## config.mk

```make
export PLATFORM = sky130hd
export DESIGN_NAME = bcd_conv_arbiter
export DESIGN_NICKNAME = d
export VERILOG_FILES = /design/src/rtl/bcd_conv_arbiter.sv
export SDC_FILE = /design/constraint.sdc
export NUM_CORES = 1
export LEC_CHECK = 0
export ABC_AREA = 1
export CAP_MARGIN = 20
export CORE_AREA = 5 5 93 95
export CTS_CLUSTER_SIZE = 25
export DETAILED_ROUTE_END_ITERATION = 7
export DIE_AREA = 0 0 98 100
export SLEW_MARGIN = 0
export SYNTH_ARGS = -nofsm -noshare
export SYNTH_HDL_FRONTEND = slang
export SYNTH_SLANG_ARGS = --single-unit
export TNS_END_PERCENT = 50
```

## constraint.sdc

```tcl
create_clock -name clk -period 1.5 [get_ports clk]
set_input_delay 0.3 -clock clk [delete_from_list [all_inputs] [get_ports clk]]
set_output_delay 0.3 -clock clk [all_outputs]
set_load 0.1 [all_outputs]
```

## src/rtl/bcd_conv_arbiter.sv

```systemverilog
// Shared double-dabble binary-to-BCD converter fronted by an NREQ-way request arbiter.
// Define BCD_CONV_ARB_RR_EN for round-robin grants; otherwise the lowest-index request wins.
module bcd_conv_arbiter #(
    parameter int NREQ   = 4,
    parameter int WIDTH  = 8,
    parameter int DIGITS = 3
) (
    input  logic                      clk,
    input  logic                      rst,
    input  logic [NREQ-1:0]           req,
    input  logic [NREQ*WIDTH-1:0]     bin_in,
    output logic [NREQ-1:0]           ack,
    output logic                      busy,
    output logic                      out_valid,
    output logic [4*DIGITS-1:0]       bcd_out,
    output logic [$clog2(NREQ)-1:0]   out_id
);
    localparam int IDW = $clog2(NREQ);
    localparam int CW  = $clog2(WIDTH + 1);

    localparam logic [0:0] IDLE  = 1'b0;
    localparam logic [0:0] SHIFT = 1'b1;

    logic [0:0]          state;
    logic [CW-1:0]       cnt;
    logic [WIDTH-1:0]    bin_sr;
    logic [4*DIGITS-1:0] acc;
    logic [4*DIGITS-1:0] acc_adj;
    logic [4*DIGITS-1:0] acc_shift;
    logic                gnt_any;
    logic [IDW-1:0]      gnt;

`ifdef BCD_CONV_ARB_RR_EN
    logic [IDW-1:0] ptr;

    // Search begins one past the last winner and wraps around.
    always_comb begin
        gnt_any = 1'b0;
        gnt     = '0;
        for (int i = 1; i <= NREQ; i++) begin
            if (!gnt_any && req[(int'(ptr) + i) % NREQ]) begin
                gnt_any = 1'b1;
                gnt     = IDW'((int'(ptr) + i) % NREQ);
            end
        end
    end

    always_ff @(posedge clk) begin
        if (rst) begin
            ptr <= IDW'(NREQ - 1);
        end else if (state == IDLE && gnt_any) begin
            ptr <= gnt;
        end
    end
`else
    always_comb begin
        gnt_any = |req;
        gnt     = '0;
        for (int i = NREQ - 1; i >= 0; i--) begin
            if (req[i]) begin
                gnt = IDW'(i);
            end
        end
    end
`endif

    // Add-3 is digit-local; the 4-bit sum never exceeds 12 so nothing carries out.
    always_comb begin
        acc_adj = acc;
        for (int d = 0; d < DIGITS; d++) begin
            if (acc[4*d +: 4] >= 4'd5) begin
                acc_adj[4*d +: 4] = acc[4*d +: 4] + 4'd3;
            end
        end
        acc_shift = {acc_adj[4*DIGITS-2:0], bin_sr[WIDTH-1]};
    end

    always_ff @(posedge clk) begin
        if (rst) begin
            state     <= IDLE;
            cnt       <= '0;
            bin_sr    <= '0;
            acc       <= '0;
            ack       <= '0;
            busy      <= 1'b0;
            out_valid <= 1'b0;
            bcd_out   <= '0;
            out_id    <= '0;
        end else begin
            ack       <= '0;
            out_valid <= 1'b0;
            case (state)
                IDLE: begin
                    busy <= gnt_any;
                    if (gnt_any) begin
                        bin_sr   <= bin_in[int'(gnt)*WIDTH +: WIDTH];
                        acc      <= '0;
                        cnt      <= CW'(WIDTH);
                        ack[gnt] <= 1'b1;
                        out_id   <= gnt;
                        state    <= SHIFT;
                    end
                end
                default: begin
                    acc    <= acc_shift;
                    bin_sr <= bin_sr << 1;
                    cnt    <= cnt - 1'b1;
                    // busy stays high through the out_valid cycle.
                    if (cnt == CW'(1)) begin
                        bcd_out   <= acc_shift;
                        out_valid <= 1'b1;
                        state     <= IDLE;
                    end
                end
            endcase
        end
    end
endmodule

```

# After elaboration in Yosys (flattened, before gate mapping)

Cells that the tools add are included.

Bits in read-only memories: 0
Bits in writable memories: 0
Logic and storage cells: 50
Output and inout port bits: 20
Input port bits: 38
Bits in latches: 0
Register bits: 45
Memories: 0

Bitwise operators: 2
Equal/unequal tests: 1
Shift operators: 1
Multipliers: 0
Add/sub/neg operators: 4
Magnitude comparators: 5
Reductions and logical operators: 8
Mux-type cells: 19
Div/mod/pow operators: 0

Operators with widths:

| cell                | number |
|---|---|
| $shiftx 32x6->8     | 1 |
| $mux 12             | 2 |
| $mux 4              | 4 |
| $mux 8              | 2 |
| $ge 4x3->1 const B  | 3 |
| $add 4x2->4 const B | 2 |
| $mux 2              | 4 |
| $mux 1              | 5 |
| $eq 4x1->1 const B  | 1 |
| $reduce_and 2->1    | 2 |
| $reduce_or 2->1     | 2 |
| $reduce_or 4->1     | 1 |
| $sub 4x1->4 const B | 1 |
| $add 3x2->3 const B | 1 |
| $lt 2x3->1 const B  | 1 |
| $mux 3              | 1 |
| $reduce_or 3->1     | 1 |
| $demux 1 s2         | 1 |
| $ge 2x1->1 const B  | 1 |
| $not 1->1           | 2 |
| $reduce_bool 2->1   | 1 |
| $logic_and 1x1->1   | 1 |

# Logic depth before layout (Yosys ltp)

Gate-level depths: netlist of run 1.

Depth after elaboration: 8
Depth in mapped cells: 10
Gate-level depth less buffers: 10

# Least setup slack after synthesis of run 1

Ideal clock, no wire load.

Path type: register -> register
From: register bcd_out[1] (netlist name)
To: register bcd_out[1]
Required time: 1.444 ns
Buffers on the path: 0
Period minus slack after synthesis: 1.391 ns
Stages on the path, launching flop included: 4
Arrival time: 1.335 ns
Library setup time: 0.056 ns
Setup slack: 0.109 ns
Cell sequence: dfxtp_1 -> o21ai_0 -> a21o_1 -> inv_1

RTL lines:

| element              | RTL line | source |
|---|---|---|
| end signal, assigned | 110      | `bcd_out <= acc_shift;` |
| end, declared        | 15       | `output logic [4*DIGITS-1:0] bcd_out,` |

# Worst setup path in the final report of run 1

From: register cnt[1]
To: register bcd_out[1]

Longest elaborated chain between the ends: 2

Ends and longest elaborated chain:

| element                           | RTL line | source |
|---|---|---|
| start, declared                   | 25       | `logic [CW-1:0] cnt;` |
| start signal, assigned            | 98       | `cnt <= CW'(WIDTH);` |
| start signal, assigned            | 107      | `cnt <= cnt - 1'b1;` |
| $eq 4x1->1                        | 109      | `if (cnt == CW'(1)) begin` |
| $reduce_and 2->1 (no source line) | --       |  |

No other way between the ends.
A chain may end at the register's enable or synchronous reset.

==> results of run 1 <==
==> area by class of cell <==
class	count	area, um2
clock buffer	5	68.8
clock inverter	3	21.3
fill	773	4240
inverter	39	146
multi-input combinational	213	1160
sequential	45	907
tap	102	128
timing repair buffer	79	970
==> critical path, delay by kind of cell (launching register included) <==
kind            cells  cell delay (ns)
fa+ha+maj           1             0.16
buf+inv             3             0.36
compound gates      2             0.29
simple gates        2             0.23
flops               1             0.30
==> path summary, 6_finish.rpt <==
path              cells after the start  slack, ns                       to                start
setup / recovery                      8       0.11  bcd_out[1]$_SDFFE_PP0P_  cnt[1]$_SDFFE_PP0P_
hold / removal                        2       0.47      acc[3]$_SDFFE_PP0P_  acc[3]$_SDFFE_PP0P_
setup reg to reg                      8       0.11  bcd_out[1]$_SDFFE_PP0P_  cnt[1]$_SDFFE_PP0P_
hold reg to reg                       2       0.47      acc[3]$_SDFFE_PP0P_  acc[3]$_SDFFE_PP0P_
==> kinds of logic (layout without fill, tap and decap cells) <==
family                   Yosys count  count (layout)
XOR/XNOR                           5               5
AO/OA/AOI/OAI                     57              57
adder cells (fa/ha/maj)            8               8
buffers and inverters             49             126
AND/OR/NAND/NOR                  143             143
flip-flops                        45              45
==> Yosys cell counts, drive strengths merged <==
| master | count | share of area (%) |
|---|---|---|
| nand4 | 1 | 0.28 |
| buf | 6 | 2.0 |
| a21oi | 26 | 5.7 |
| inv | 39 | 6.5 |
| dfxtp | 45 | 40 |
| a211oi | 1 | 0.33 |
| a21o | 1 | 0.33 |
| a31oi | 1 | 0.28 |
| xor2 | 5 | 1.9 |
| a22oi | 1 | 0.33 |
| a32o | 1 | 0.44 |
| ha | 8 | 4.4 |
| nor3 | 2 | 0.44 |
| o21ai | 14 | 3.1 |
| nor2 | 15 | 4.0 |
| o32ai | 2 | 0.77 |
| clkbuf | 4 | 1.1 |
| a32oi | 5 | 1.9 |
| a22o | 1 | 0.39 |
| o21bai | 3 | 0.99 |
| o31ai | 1 | 0.94 |
| nand3 | 35 | 7.7 |
| or2 | 3 | 0.83 |
| nand2 | 87 | 15 |
==> placed cells by master (no fill, tap or decap), drive strengths merged <==
master          n
clkbuf          5
nand2          87
a32oi           5
o21ai          14
nand3          35
ha              8
o31ai           1
clkdlybuf4s50  35
a22oi           1
clkinv          1
a211oi          1
o32ai           2
nor3            2
a32o            1
dfxtp          45
o21bai          3
a22o            1
dlymetal6s2s    2
xor2            5
a21oi          26
a21o            1
a31oi           1
inv            40
or2             3
nand4           1
clkinvlp        1
nor2           15
buf            42
==> flip-flops by register name, summed over array words and instances (netlist names) <==
register	flops
busy	1
bin_sr	8
cnt	4
out_id	2
out_valid	1
state	1
ack	4
acc	12
bcd_out	12
==> stage by stage <==
step                      setup TNS (ns)  util (%)  hold slack [ns]  std cells  setup WS, ns
final                                  0      44.5            0.466        486         0.112
after global routing            -0.00488      44.5            0.495        486      -0.00488
after CTS                              0      44.0            0.470        485        0.0410
after detailed placement           -4.50      42.8            0.456        477        -0.254
after global placement             -3.60      42.8            0.448        477        -0.208
after floorplan                        0         -            0.430        307         0.109
==> metal layers <==
metal  global-route usage, %  routed length (um)  vias to the layer above
met2                    21.7                2570                       57
met4                    2.88                  51                        0
met5                       0                   0                        -
li1                        -                   -                     1148
met1                    13.2                2310                      928
met3                    4.24                 434                        4
==> timing repair <==
item	in CTS	in global routing
buffers inserted	0	1
setup endpoints to repair	0	18
gates resized for setup	0	14
==> power by group <==
part,internal (mW),leakage [nW],switching [mW],total (mW)
combinational,0.240,1.05,0.280,0.520
sequential,1.23,0.368,0.0277,1.26
clock,0.331,0.0445,0.422,0.753
==> metrics.cfg, run 1 <==
[setup_path]
crit_chain = inv_1, ha_1, nand3_1, nor2_1, buf_4, o21ai_0, a21o_1, inv_1
worstPathArrival_ns = 1.63
critPathLaunchType = flop
cp_common_cell = inv_1
end_kind = flop
critical-path-max-stage-delay_ns = 0.30
cp.required_ns = 1.75
cp_max_fo = 11
path_class = reg -> reg
slowest_stage = dfxtp_1

[place]
hpwl_um = 4280
placed_cell_area_mm2 = 0.00327
place_congestion = 0.791
port_buffers = 57

[timing]
tightest_slew_ns = 0.365
hold_viol = 0
min_period_ns = 1.39
finalCritPeriodShare_pct = 92.5
rsz0062_at_grt = yes
finalMaxSlewViolations = 0
skew_ns = 0.00669
slew_headroom_pct = 75.6
setup_viol = 0
max_freq_ghz = 0.720

[global_route]
grt_max_degree = 23
antenna_found_initial = 0
grt_usage_pct = 11.9
grt_pass1_wl_um = 9820
grt_pass1_vias = 2249
grt_overflow = 0

[clocking]
cts_root_buf = clkbuf_8
htreeDepth = 2
numCtsBuffers = 5
postCtsHoldBufs = 0
cts_tree = done
cts_buffer_depth = 2
clk_latency_ns = 0.30
cts_sinks = 45
clkSlewWorstSetupHoldPaths_ns = 0.09

[logic_synthesis]
synth_seq_area_share_pct = 39.8
syn_avg_cell_area_um2 = 7.37
synth_cells = 307
synthAdderAreaFrac_pct = 4.42
synth-simple-area-share_pct = 28.7
ys_warn_count = 0
ys_types = 33
synth.net_count = 353
synth_top_family_by_area = simple AND/OR/NAND/NOR gates
synth-compound-area-share_pct = 15.6
synth_xor_area_share_pct = 1.93
synthMuxAreaShare_pct = 0
syn_area_mm2 = 0.00226
ys_seq_elements = 45

[run]
cap_violations = 0

[floorplanning]
start_util_pct = 29.6
rows = 32
die_area_mm2 = 0.00980
ioPinCount = 58
dieHeight_um = 100
chipWidth_um = 98
core_mm2 = 0.00765

[drt]
drt-initial-drc-count = 56
routedWlPerCell_um = 11.0
drc = 0
drtPass1Iterations = 4
ant_nets = 0
wl_um = 5370
dr_total_vias = 2137
via_per_inst = 4.40

[power]
power.total_mw = 2.53
ir_worst_vdd_mv = 0.334
powerDensity_mw_per_mm2 = 745
p_leak_nw = 1.46

[final_layout]
design_area_mm2 = 0.00340
syn2layout_area_growth_pct = 50.4
fin_nets = 429
drive_gt1_share_pct = 18.8
antenna_cells = 0

[run_status]
status = complete, no violations

[worst_hold_path]
worstHoldPathType = reg -> reg

(Power assumes the default switching activity.)
==> inputs of run 2 (changes only) <==
--- a/config.mk
+++ b/config.mk
@@ -6,11 +6,11 @@
 export NUM_CORES = 1
 export LEC_CHECK = 0
 export ABC_AREA = 1
-export CAP_MARGIN = 20
-export CORE_AREA = 5 5 93 95
+export CORE_AREA = 5 5 68 131
 export CTS_CLUSTER_SIZE = 25
 export DETAILED_ROUTE_END_ITERATION = 7
-export DIE_AREA = 0 0 98 100
+export DIE_AREA = 0 0 73 136
+export PLACE_DENSITY = 0.52
 export SLEW_MARGIN = 0
 export SYNTH_ARGS = -nofsm -noshare
 export SYNTH_HDL_FRONTEND = slang
==> run 2 against run 1 <==
  * Final area increased by 2.0%
  * Critical endpoint is now bin_sr[7]$_SDFFE_PP0P_
  * Sequential power is essentially flat
  * Utilization decreased by 0.15 points
  * Critical path type is now in -> reg
  * Cell count decreased by 0.41%
  * Register-to-register slack hardly changed
  * Worst hold slack got worse by 0.0058 ns
  * Fmax down 0.25%
==> metrics.cfg, run 2 (synthesis gave the netlist of run 1 again) <==
[global_route]
grt_pass1_wl_um = 9640
grt_overflow = 0
grt_pass1_vias = 2235
grt_usage_pct = 12.0
antenna_found_initial = 0
grt_max_degree = 23

[setup_path]
cp.required_ns = 1.68
worstPathArrival_ns = 1.57
path_class = in -> reg
cp_max_fo = 7
critPathLaunchType = input port
end_kind = flop

[timing]
skew_ns = 0.00415
tightest_slew_ns = 0.300
setup_viol = 0
hold_viol = 0
setup_slack_ns = 0.108
max_freq_ghz = 0.719
finalCritPeriodShare_pct = 92.8
hold_slack_ns = 0.460
min_period_ns = 1.39
slew_headroom_pct = 80.0
rsz0062_at_grt = no
finalMaxSlewViolations = 0

[clocking]
cts_tree = done
cts_sinks = 45
numCtsBuffers = 5
postCtsHoldBufs = 0
clkSlewWorstSetupHoldPaths_ns = 0.06
cts_buffer_depth = 2
clk_latency_ns = 0.28
cts_root_buf = clkbuf_16
htreeDepth = 2

[worst_hold_path]
worstHoldPathType = reg -> reg

[final_layout]
final_common_cell = nand2_1
syn2layout_area_growth_pct = 53.4
antenna_cells = 0
instances_no_fill = 484
drive_gt1_share_pct = 19.1
reg_top3 = acc x12, bcd_out x12, bin_sr x8
fin_nets = 434
utilization_pct = 44.4
mostFrequentLayoutCells = nand2_1 (84), dfxtp_1 (43), clkdlybuf4s50_1 (36)

[drt]
drt-initial-drc-count = 94
ant_nets = 0
dr_total_vias = 2228
wl_um = 5740
drc = 0
via_per_inst = 4.60
drtPass1Iterations = 4
routedWlPerCell_um = 11.9

[floorplanning]
rows = 46
dieHeight_um = 136
ioPinCount = 58
chipWidth_um = 73
core_mm2 = 0.00783
start_util_pct = 28.9
die_area_mm2 = 0.00993

[place]
port_buffers = 57
placed_cells = 476
hpwl_um = 4450
pre_cts_ws_ns = -0.294
place_congestion = 0.727

[power]
powerDensity_mw_per_mm2 = 830
ir_worst_vdd_mv = 0.665
power.total_mw = 2.88
p_leak_nw = 1.50

[run]
cap_violations = 0

[run_status]
status = complete, no violations

## run 2: cell types whose count changed in the layout (fill, tap and decap cells not counted), moves of 2 or more
| cell | previous run | this run |
|---|---|---|
| buf_4 | 19 | 25 |
| clkbuf_16 | 0 | 5 |
| clkbuf_8 | 5 | 1 |
| o21ai_0 | 10 | 12 |
## run 2: layout make-up
cell class	count	area [um2]
Inverter	39	146
Sequential cell	45	903
Multi-Input combinational cell	213	1160
Timing Repair Buffer	84	1000
Fill cell	820	4360
Clock buffer	7	143
Tap cell	96	120
## run 2: metrics by stage
step,setup TNS [ns],area (um2)
after floorplan,0,2260
after global placement,-4.79,3300
after detailed placement,-5.31,3300
after CTS,0,3450
after global routing,0,3470
final,0,3470
## run 2: power breakdown
group | switching (mW) | total, mW | internal [mW]
Combinational | 0.287 | 0.534 | 0.247
Clock | 0.427 | 1.08 | 0.654
Sequential | 0.0281 | 1.27 | 1.24
## run 2: critical path: stages
cell	delay [ns]
clkdlybuf4s50_1	0.58
inv_1	0.10
nand2_1	0.12
inv_1	0.13
a21oi_1	0.19
nand2_1	0.06
nand2_1	0.05
nand2_1	0.04
## run 2: what timing repair did
item                       CTS  global route
buffers inserted             0             1
setup endpoints to repair    0            25
resized for setup            0             8
## run 2: metal layers
layer | wire [um] | vias to the layer above | GRT usage, %
met5 | 0 | - | 0
li1 | - | 1161 | -
met3 | 254 | 7 | 3.11
met2 | 2960 | 44 | 21.8
met4 | 78 | 0 | 4.21
met1 | 2450 | 1016 | 13.0
## run 2: final timing paths
| check | startpoint | end | slack (ns) | depth (start not counted) |
|---|---|---|---|---|
| min reg2reg | acc[3]$_SDFFE_PP0P_ | acc[3]$_SDFFE_PP0P_ | 0.46 | 2 |
| max reg2reg | cnt[1]$_SDFFE_PP0P_ | bcd_out[1]$_SDFFE_PP0P_ | 0.12 | 8 |
| max | req[0] | bin_sr[7]$_SDFFE_PP0P_ | 0.11 | 8 |
| min | acc[3]$_SDFFE_PP0P_ | acc[3]$_SDFFE_PP0P_ | 0.46 | 2 |
==> inputs of run 3 (changes only) <==
--- a/config.mk
+++ b/config.mk
@@ -6,11 +6,13 @@
 export NUM_CORES = 1
 export LEC_CHECK = 0
 export ABC_AREA = 1
+export ABC_CLOCK_PERIOD_IN_PS = 1500
 export CORE_AREA = 5 5 68 131
 export CTS_CLUSTER_SIZE = 25
 export DETAILED_ROUTE_END_ITERATION = 7
 export DIE_AREA = 0 0 73 136
 export PLACE_DENSITY = 0.52
+export SKIP_CTS_REPAIR_TIMING = 1
 export SLEW_MARGIN = 0
 export SYNTH_ARGS = -nofsm -noshare
 export SYNTH_HDL_FRONTEND = slang
==> results of run 3 <==
Final layout, timing and power as in run 2 (identical DEF).
